### src/rtl/srl_fifo_pkg.sv
// Shared definitions for the SRL FIFO slice.
//   - fifo_state_t : control state derived from the occupancy count
//   - clog2        : constant ceil(log2) helper
//   - count_width  : occupancy counter width for a given read-address width
//   - params_ok    : parameter legality (DEPTH 2..64, ADDR_WIDTH, thresholds)
package srl_fifo_pkg;

  typedef enum logic [1:0] {
    ST_EMPTY   = 2'd0,
    ST_PARTIAL = 2'd1,
    ST_FULL    = 2'd2
  } fifo_state_t;

  localparam int unsigned MIN_DEPTH = 2;
  localparam int unsigned MAX_DEPTH = 64;

  function automatic int unsigned clog2(input int unsigned value);
    int unsigned res;
    int unsigned rem;
    res = 0;
    rem = (value > 0) ? value - 1 : 0;
    while (rem > 0) begin
      res++;
      rem = rem >> 1;
    end
    return res;
  endfunction

  // Occupancy must represent 0..DEPTH, one bit wider than the read address.
  function automatic int unsigned count_width(input int unsigned addr_width);
    return addr_width + 1;
  endfunction

  function automatic bit params_ok(input int unsigned depth,
                                   input int unsigned addr_width,
                                   input int unsigned afull_th,
                                   input int unsigned aempty_th);
    return (depth >= MIN_DEPTH) && (depth <= MAX_DEPTH) &&
           (addr_width == clog2(depth)) &&
           (afull_th >= 1) && (afull_th <= depth) &&
           (aempty_th <= depth - 1);
  endfunction

endpackage

### src/rtl/srl_fifo_param_store.sv
// Pure shift-register storage for the SRL FIFO. No reset so the array maps
// onto SRL primitives.
//   clk  : clock, rising edge
//   we   : shift enable; din enters slot 0, every entry moves up one
//   addr : read address
//   din  : write data
//   dout : combinational read of slot addr
module srl_fifo_param_store #(
  parameter int unsigned DATA_WIDTH = 32,
  parameter int unsigned DEPTH      = 16,
  parameter int unsigned ADDR_WIDTH = 4
) (
  input  logic                  clk,
  input  logic                  we,
  input  logic [ADDR_WIDTH-1:0] addr,
  input  logic [DATA_WIDTH-1:0] din,
  output logic [DATA_WIDTH-1:0] dout
);

  logic [DATA_WIDTH-1:0] sr [DEPTH];

  always_ff @(posedge clk) begin
    if (we) begin
      sr[0] <= din;
      for (int unsigned i = 1; i < DEPTH; i++) begin
        sr[i] <= sr[i-1];
      end
    end
  end

  assign dout = sr[addr];

endmodule

### src/rtl/srl_fifo_param.sv
// Parametrised SRL-based FIFO with show-ahead read data, registered
// full/empty/almost flags and occupancy output.
//   clk, reset (async, active-high; control state only)
//   if_write_ce, if_write, if_din  -> if_full_n, if_almost_full
//   if_read_ce, if_read            -> if_dout, if_empty_n, if_almost_empty
//   if_num_data_valid              : occupancy 0..DEPTH
// Optional macro SRL_FIFO_PARAM_ERR_CHECK_EN adds sticky err_overflow /
// err_underflow outputs plus simulation assertions on those events.
module srl_fifo_param
  import srl_fifo_pkg::*;
#(
  parameter int unsigned DATA_WIDTH = 32,
  parameter int unsigned DEPTH      = 16,
  parameter int unsigned ADDR_WIDTH = 4,
  parameter int unsigned AFULL_TH   = 14,
  parameter int unsigned AEMPTY_TH  = 2
) (
  input  logic                  clk,
  input  logic                  reset,
  input  logic                  if_write_ce,
  input  logic                  if_write,
  input  logic [DATA_WIDTH-1:0] if_din,
  output logic                  if_full_n,
  output logic                  if_almost_full,
  input  logic                  if_read_ce,
  input  logic                  if_read,
  output logic [DATA_WIDTH-1:0] if_dout,
  output logic                  if_empty_n,
  output logic                  if_almost_empty,
  output logic [ADDR_WIDTH:0]   if_num_data_valid
`ifdef SRL_FIFO_PARAM_ERR_CHECK_EN
  ,
  output logic                  err_overflow,
  output logic                  err_underflow
`endif
);

  localparam int unsigned CW = count_width(ADDR_WIDTH);
  localparam logic [CW-1:0] DEPTH_C  = CW'(DEPTH);
  localparam logic [CW-1:0] AFULL_C  = CW'(AFULL_TH);
  localparam logic [CW-1:0] AEMPTY_C = CW'(AEMPTY_TH);
  localparam logic [CW-1:0] ONE_C    = CW'(1);

  if (!params_ok(DEPTH, ADDR_WIDTH, AFULL_TH, AEMPTY_TH)) begin : g_bad_params
    $error("srl_fifo_param: illegal DEPTH/ADDR_WIDTH/threshold combination");
  end

  fifo_state_t           state, state_nxt;
  logic [CW-1:0]         count, count_nxt;
  logic [ADDR_WIDTH-1:0] rd_addr, rd_addr_nxt;
  logic                  push, pop;

  assign push = if_write & if_write_ce & (state != ST_FULL);
  assign pop  = if_read  & if_read_ce  & (state != ST_EMPTY);

  // Head sits at count-1; the address only moves while the FIFO is between
  // one and DEPTH entries, so it never wraps.
  always_comb begin
    count_nxt   = count;
    rd_addr_nxt = rd_addr;
    unique case ({push, pop})
      2'b10: begin
        count_nxt = count + ONE_C;
        if (count != '0) rd_addr_nxt = rd_addr + 1'b1;
      end
      2'b01: begin
        count_nxt = count - ONE_C;
        if (count != ONE_C) rd_addr_nxt = rd_addr - 1'b1;
      end
      default: ;
    endcase

    if (count_nxt == '0)          state_nxt = ST_EMPTY;
    else if (count_nxt == DEPTH_C) state_nxt = ST_FULL;
    else                           state_nxt = ST_PARTIAL;
  end

  always_ff @(posedge clk or posedge reset) begin
    if (reset) begin
      state             <= ST_EMPTY;
      count             <= '0;
      rd_addr           <= '0;
      if_full_n         <= 1'b1;
      if_empty_n        <= 1'b0;
      if_almost_full    <= 1'b0;
      if_almost_empty   <= 1'b1;
      if_num_data_valid <= '0;
    end else begin
      state             <= state_nxt;
      count             <= count_nxt;
      rd_addr           <= rd_addr_nxt;
      if_full_n         <= (state_nxt != ST_FULL);
      if_empty_n        <= (state_nxt != ST_EMPTY);
      if_almost_full    <= (count_nxt >= AFULL_C);
      if_almost_empty   <= (count_nxt <= AEMPTY_C);
      if_num_data_valid <= count_nxt;
    end
  end

  srl_fifo_param_store #(
    .DATA_WIDTH (DATA_WIDTH),
    .DEPTH      (DEPTH),
    .ADDR_WIDTH (ADDR_WIDTH)
  ) u_store (
    .clk  (clk),
    .we   (push),
    .addr (rd_addr),
    .din  (if_din),
    .dout (if_dout)
  );

`ifdef SRL_FIFO_PARAM_ERR_CHECK_EN
  logic ovf_evt, udf_evt;
  assign ovf_evt = if_write & if_write_ce & ~if_full_n;
  assign udf_evt = if_read  & if_read_ce  & ~if_empty_n;

  always_ff @(posedge clk or posedge reset) begin
    if (reset) begin
      err_overflow  <= 1'b0;
      err_underflow <= 1'b0;
    end else begin
      if (ovf_evt) err_overflow  <= 1'b1;
      if (udf_evt) err_underflow <= 1'b1;
    end
  end

`ifndef SYNTHESIS
  a_no_overflow: assert property (@(posedge clk) disable iff (reset) !ovf_evt)
    else $error("srl_fifo_param: write while full");
  a_no_underflow: assert property (@(posedge clk) disable iff (reset) !udf_evt)
    else $error("srl_fifo_param: read while empty");
`endif
`endif

endmodule

### config.mk
export PLATFORM = sky130hd
export DESIGN_NAME = srl_fifo_param
export DESIGN_NICKNAME = d
export VERILOG_FILES = /design/src/rtl/srl_fifo_pkg.sv /design/src/rtl/srl_fifo_param_store.sv /design/src/rtl/srl_fifo_param.sv
export SDC_FILE = /design/constraint.sdc
export NUM_CORES = 1
export LEC_CHECK = 0
export BUFFER_PORTS_ARGS = -buffer_cell sky130_fd_sc_hd__buf_4
export CAP_MARGIN = 20
export CORE_ASPECT_RATIO = 0.6
export CORE_MARGIN = 5
export CORE_UTILIZATION = 44
export DETAILED_ROUTE_END_ITERATION = 8
export SYNTH_ARGS = -nofsm -noshare
export SYNTH_HDL_FRONTEND = slang
export SYNTH_SLANG_ARGS = --single-unit
export TNS_END_PERCENT = 100
### constraint.sdc
create_clock -name clk -period 12.66 [get_ports clk]
set_clock_uncertainty 0.15 [all_clocks]
set_input_delay 0.633 -clock clk [delete_from_list [all_inputs] [get_ports clk]]
set_output_delay 0.633 -clock clk [all_outputs]
set_load 0.1 [all_outputs]
# Word level (Yosys, flattened, before mapping)
# Memory sizes are Yosys's and may differ from the RTL's.
# Cells that the tools add are included.
[totals]
reg_bits = 15
mem_bits_rw = 512
in_bits = 38
wordCells = 40
mem_count = 1
[classes]
add_sub_neg = 4
magnitude_cmp = 2
n_eq_ne = 8
muxes = 8
bitwise = 4
reduce_logical = 6
[mem_list]
columns = ["memory", "depth", "word_bits", "rd", "rd_ports_with_merged_regs", "wr", "line_no", "text"]
rows = [
  ["u_store.sr", 16, 32, 16, 0, 16, "srl_fifo_param_store.sv:20", "logic [DATA_WIDTH-1:0] sr [DEPTH];"],
]
[op_table]
columns = ["operator", "n"]
rows = [
  ["5-bit case mux with 2 select lines", 1],
  ["4-bit two-way mux", 2],
  ["2-bit != test, second input constant", 4],
  ["4-bit case mux with 2 select lines", 1],
  ["2-bit nonzero test", 3],
  ["5-bit by 1-bit adder with 5-bit output, second input constant", 1],
  ["5-bit equality test, second input constant", 1],
  ["5-bit by 4-bit greater-or-equal comparator with 1-bit output, second input constant", 1],
  ["5-bit by 2-bit <= comparator with 1-bit output, second input constant", 1],
  ["5-bit zero test", 1],
  ["5-bit by 1-bit != test with 1-bit output, second input constant", 1],
  ["5-bit nonzero test", 1],
  ["5-bit by 1-bit subtractor with 5-bit output, second input constant", 1],
  ["4-bit by 1-bit adder with 4-bit output, second input constant", 1],
  ["1-bit bitwise AND", 4],
  ["2-bit two-way mux", 2],
  ["4-bit by 1-bit subtractor with 4-bit output, second input constant", 1],
  ["3-bit AND reduction", 1],
  ["2-bit by 1-bit equality test with 1-bit output, second input constant", 1],
  ["2-bit equality test, second input constant", 1],
  ["1-bit two-way mux", 2],
]

# Depth between registers and ports, before layout
[logic_depth]
word_depth = 8
mapped_depth = 10

# Cells and area by module
# From an unflattened synthesis, not the netlist that was laid out.
[unflattened]
cells_unflattened = 882
hier_area_um2 = 20116.8
[modules_own_cells]
columns = ["mod", "n_inst", "cells_each", "area_each_um2", "seq_area_each_um2"]
rows = [
  ["srl_fifo_param_store", 1, 783, 19103.3, 15374.7],
  ["srl_fifo_param", 1, 99, 1013.5, 377.9],
]

# Worst setup path before layout
# Ideal clock, no wire load.
[synth_timing]
kind = "input-to-reg"
startpoint = "input if_write_ce"
endpoint = "register if_almost_full"
setup_time_ps = 67
arrival_time_ps = 12892
required_time_ps = 12443
path_slack_ps = -449
path_stages = 9
path_buffers = 1
path_cell_list = "o211ai_1 > inv_1 > ha_1 > clkbuf_1 > or3b_2 > mux2i_1 > a211oi_2 > inv_2 > a31o_1"
[synth_between]
elab_chain_cells = 5
[synth_lines]
columns = ["item", "line_no", "text"]
rows = [
  ["start: declaration", "srl_fifo_param.sv:20", "input logic if_write_ce,"],
  ["1-bit bitwise AND * (2 in series)", "srl_fifo_param.sv:53", "assign push = if_write & if_write_ce & (state != ST_FULL);"],
  ["net push", "srl_fifo_param.sv:51", "logic push, pop;"],
  ["2-bit by 1-bit equality test with 1-bit output or 2-bit equality test (tied branches)", "srl_fifo_param.sv:61", "unique case ({push, pop})"],
  ["5-bit case mux with 2 select lines *", "srl_fifo_param.sv:61", ""],
  ["net count_nxt[3]", "srl_fifo_param.sv:49", "logic [CW-1:0] count, count_nxt;"],
  ["5-bit by 4-bit greater-or-equal comparator with 1-bit output *", "srl_fifo_param.sv:94", "if_almost_full <= (count_nxt >= AFULL_C);"],
  ["end signal: assignment", "srl_fifo_param.sv:94", ""],
  ["end: declaration", "srl_fifo_param.sv:24", "output logic if_almost_full,"],
]
# The timed path passes the listed nets; every way through them passes the cells marked *.
# A chain may end at the register's enable or synchronous reset.

# Worst setup path in the final report
[layout_timing]
startpoint = "register rd_addr[0]"
endpoint = "output if_dout[19]"
[layout_between]
elab_chain_cells = 1
[layout_lines]
columns = ["item", "line_no", "text"]
rows = [
  ["start: declaration", "srl_fifo_param.sv:50", "logic [ADDR_WIDTH-1:0] rd_addr, rd_addr_nxt;"],
  ["start signal: assignment", "srl_fifo_param.sv:91", "rd_addr <= rd_addr_nxt;"],
  ["memory read 16 x 32 bit", "-", ""],
  ["end: declaration", "srl_fifo_param.sv:27", "output logic [DATA_WIDTH-1:0] if_dout,"],
]
# Every way passes these cells.

==> flow_summary.toml <==
[setup_path]
reg2reg_to = "u_store.sr[10][11]$_DFFE_PP_"
r2r-start = "state[1]$_DFF_PP0_"
setup.worst_path.end = "if_dout[19]"
worstPathRequired_ns = 11.88
r2r_cells = 6
cp-end-kind = "primary output"
cp_max_fo = 47
r2r_setup_slack_ns = 8.61
arrival_ns = 4.39
crit_start = "rd_addr[0]$_DFFE_PP0P_"
critPathKind = "flop to primary output"
cp-start-kind = "flop"

[route]
ant_nets = 0
wl_per_cell_um = 21.32
vias_per_cell = 5.528
route.detailed.drc = 0
wirelength_um = 33420
vias = 8668
firstDrtPassIters = 4
dr.first_iter.drc_count = 829

[placed_design]
gp_congestion = 0.7071
port_buffers = 78
dpl.hpwl_um = 18030
place_area_um2 = 21460

[cts]
clock_latency_ns = 0.56
cts_tree = "built"
clk_pin_slew_ns = 0.06
cts_buffers = 48
cts_max_level = 2
cts_resized = 0
root_buffer = "clkbuf_16"
clock-sinks = 527
cts.path.max_buffers = 3

[worst_hold_path]
hold_path_class = "input pin to flop"

[power_and_ir_drop]
p_leak_uw = 0.007445
powerDensity_nw_per_um2 = 250.3
peakVddDrop_mv = 0.2244

[floorplan]
die-width_um = 286.6
ioPinCount = 79
initial_utilization = 0.4478
die_area_um2 = 50450
dieHeight_um = 176.0
rows = 60
core_um2 = 45120

[sta]
worst_slew_pin_slew_ns = 1.122
rsz0062_at_grt = "false"
fmax_mhz = 193.5
hold_viol = 0
setup_viol = 0
tns_ns = 0
post-route-period-util = 0.4083
min_period_ns = 5.168
finalMaxSlewViolations = 0
hold_ws_ns = 0.09141
slew_headroom = 0.2523

[global_route]
grt_pass1_wl_um = 52560
grt-ovfl-total = 0
grt_pass1_vias = 8716
grt_max_degree = 219
track_usage = 0.1311
antenna_found_initial = 0

[final_layout]
layout_common_cells = "edfxtp_1, mux4_2, buf_4"
fillCellCount = 3493
nets = 958
area_growth_pct = 13.57
drive_gt1_frac = 0.3470
final_common_cell = "edfxtp_1"
multi_input_area_um2 = 4161
fin_util = 0.5086
seq_area_um2 = 15760
antenna_cells = 0
fin_area_um2 = 22950

[synth]
syn_inst = 814
syn_area_um2 = 20200
syn_nets = 860
ys_warn_count = 0
synth-edff-count = 512
yosysSeqAreaShare = 0.7797
async_reset_ff_frac = 0.02846
synth_ff_type = "edfxtp_1"
synth_cell_type_count = 45
synth-seq-cells = 527
synth_area_per_cell_um2 = 24.82

[status]
status = "completed"

[flow_run]
cap_violations = 0
[worst min path at each step]
stage	from	slack, ns	end	depth (start not counted)
6_report	if_din[10]	0.09	u_store.sr[0][10]$_DFFE_PP_	1
5_1_grt	if_din[5]	0.05	u_store.sr[0][5]$_DFFE_PP_	1
4_1_cts	if_din[4]	0.05	u_store.sr[0][4]$_DFFE_PP_	1
3_5_place_dp	u_store.sr[10][14]$_DFFE_PP_	0.28	u_store.sr[11][14]$_DFFE_PP_	0
3_3_place_gp	u_store.sr[3][2]$_DFFE_PP_	0.27	u_store.sr[4][2]$_DFFE_PP_	0
2_1_floorplan	u_store.sr[10][0]$_DFFE_PP_	0.27	u_store.sr[11][0]$_DFFE_PP_	0
[power breakdown]
part           switching, µW  leakage [µW]  internal (µW)  total, µW
sequential               174       0.00498           2070       2240
combinational           1380       0.00175            766       2150
clock                    613      0.000713            744       1360
[timing repair]
| item | in CTS | in global routing |
|---|---|---|
| endpoints found under the hold margin | 13 | 0 |
| buffers inserted | 0 | 0 |
| hold buffers | 1 | 0 |
| setup endpoints to repair | 0 | 0 |
[through the flow]
| stage | worst slack, ns | total power (µW) | std cells |
|---|---|---|---|
| finish | 7.492 | 5743 | 1568 |
| global placement | 7.586 | 4445 | 1478 |
| floorplan | 2.164 | 4058 | 814 |
| detailed placement | 7.916 | 4462 | 1480 |
| global route | 7.090 | 6003 | 1568 |
| CTS | 7.284 | 5845 | 1567 |
[Yosys cell counts, drive strengths merged, types with 3 or more instances]
| library cell | n | share of area |
|---|---|---|
| edfxtp | 512 | 0.76 |
| mux4 | 160 | 0.18 |
| clkbuf | 24 | 0.0045 |
| buf | 19 | 0.0078 |
| dfrtp | 13 | 0.016 |
| inv | 11 | 0.0020 |
| ha | 7 | 0.0043 |
| nand2 | 7 | 0.0013 |
| nand3 | 5 | 0.0012 |
| nor2 | 5 | 0.00093 |
| mux2 | 4 | 0.0022 |
| nor2b | 4 | 0.0012 |
| or3b | 4 | 0.0017 |
| a211oi | 3 | 0.0014 |
| a21oi | 3 | 0.00074 |
| o21ai | 3 | 0.00074 |
[logic make-up after synthesis]
logic type      after synthesis  synth area share
mux                         166            0.1816
fa+ha+maj                     8          0.005326
xor+xnor                      2         0.0008671
flops                       527            0.7797
buf+inv                      54           0.01437
simple gates                 37           0.01065
compound gates               20          0.007555
[final cells by class]
class	instances	area share
Tap cell	620	0.03381
Sequential cell	527	0.6869
Clock buffer	62	0.05463
Multi-Input combinational cell	233	0.1814
Timing Repair Buffer	91	0.03272
Inverter	11	0.001963
Clock inverter	24	0.008615
[worst max-delay path, stage by stage, from the launching register on]
cell	delay [ns]
dfrtp_4	0.83
buf_4	0.39
buf_16	0.35
buf_4	0.77
mux4_2	0.59
mux4_2	0.52
buf_4	0.26
[routing by layer]
| metal | vias to the layer above | global-route usage | part of all wire |
|---|---|---|---|
| met4 | 0 | 0.02886 | 0.014 |
| li1 | 3718 | - | - |
| met5 | - | 0 | 0 |
| met1 | 4691 | 0.2160 | 0.51 |
| met2 | 218 | 0.1803 | 0.43 |
| met3 | 41 | 0.02761 | 0.051 |
[state kept, by name (all words and copies together), names as in the netlist]
| signal | count |
|---|---|
| count | 5 |
| if_almost_empty | 1 |
| if_almost_full | 1 |
| if_empty_n | 1 |
| if_full_n | 1 |
| rd_addr | 4 |
| state | 2 |
| u_store.sr | 512 |
Note: power is estimated with default switching activity, not from simulation.
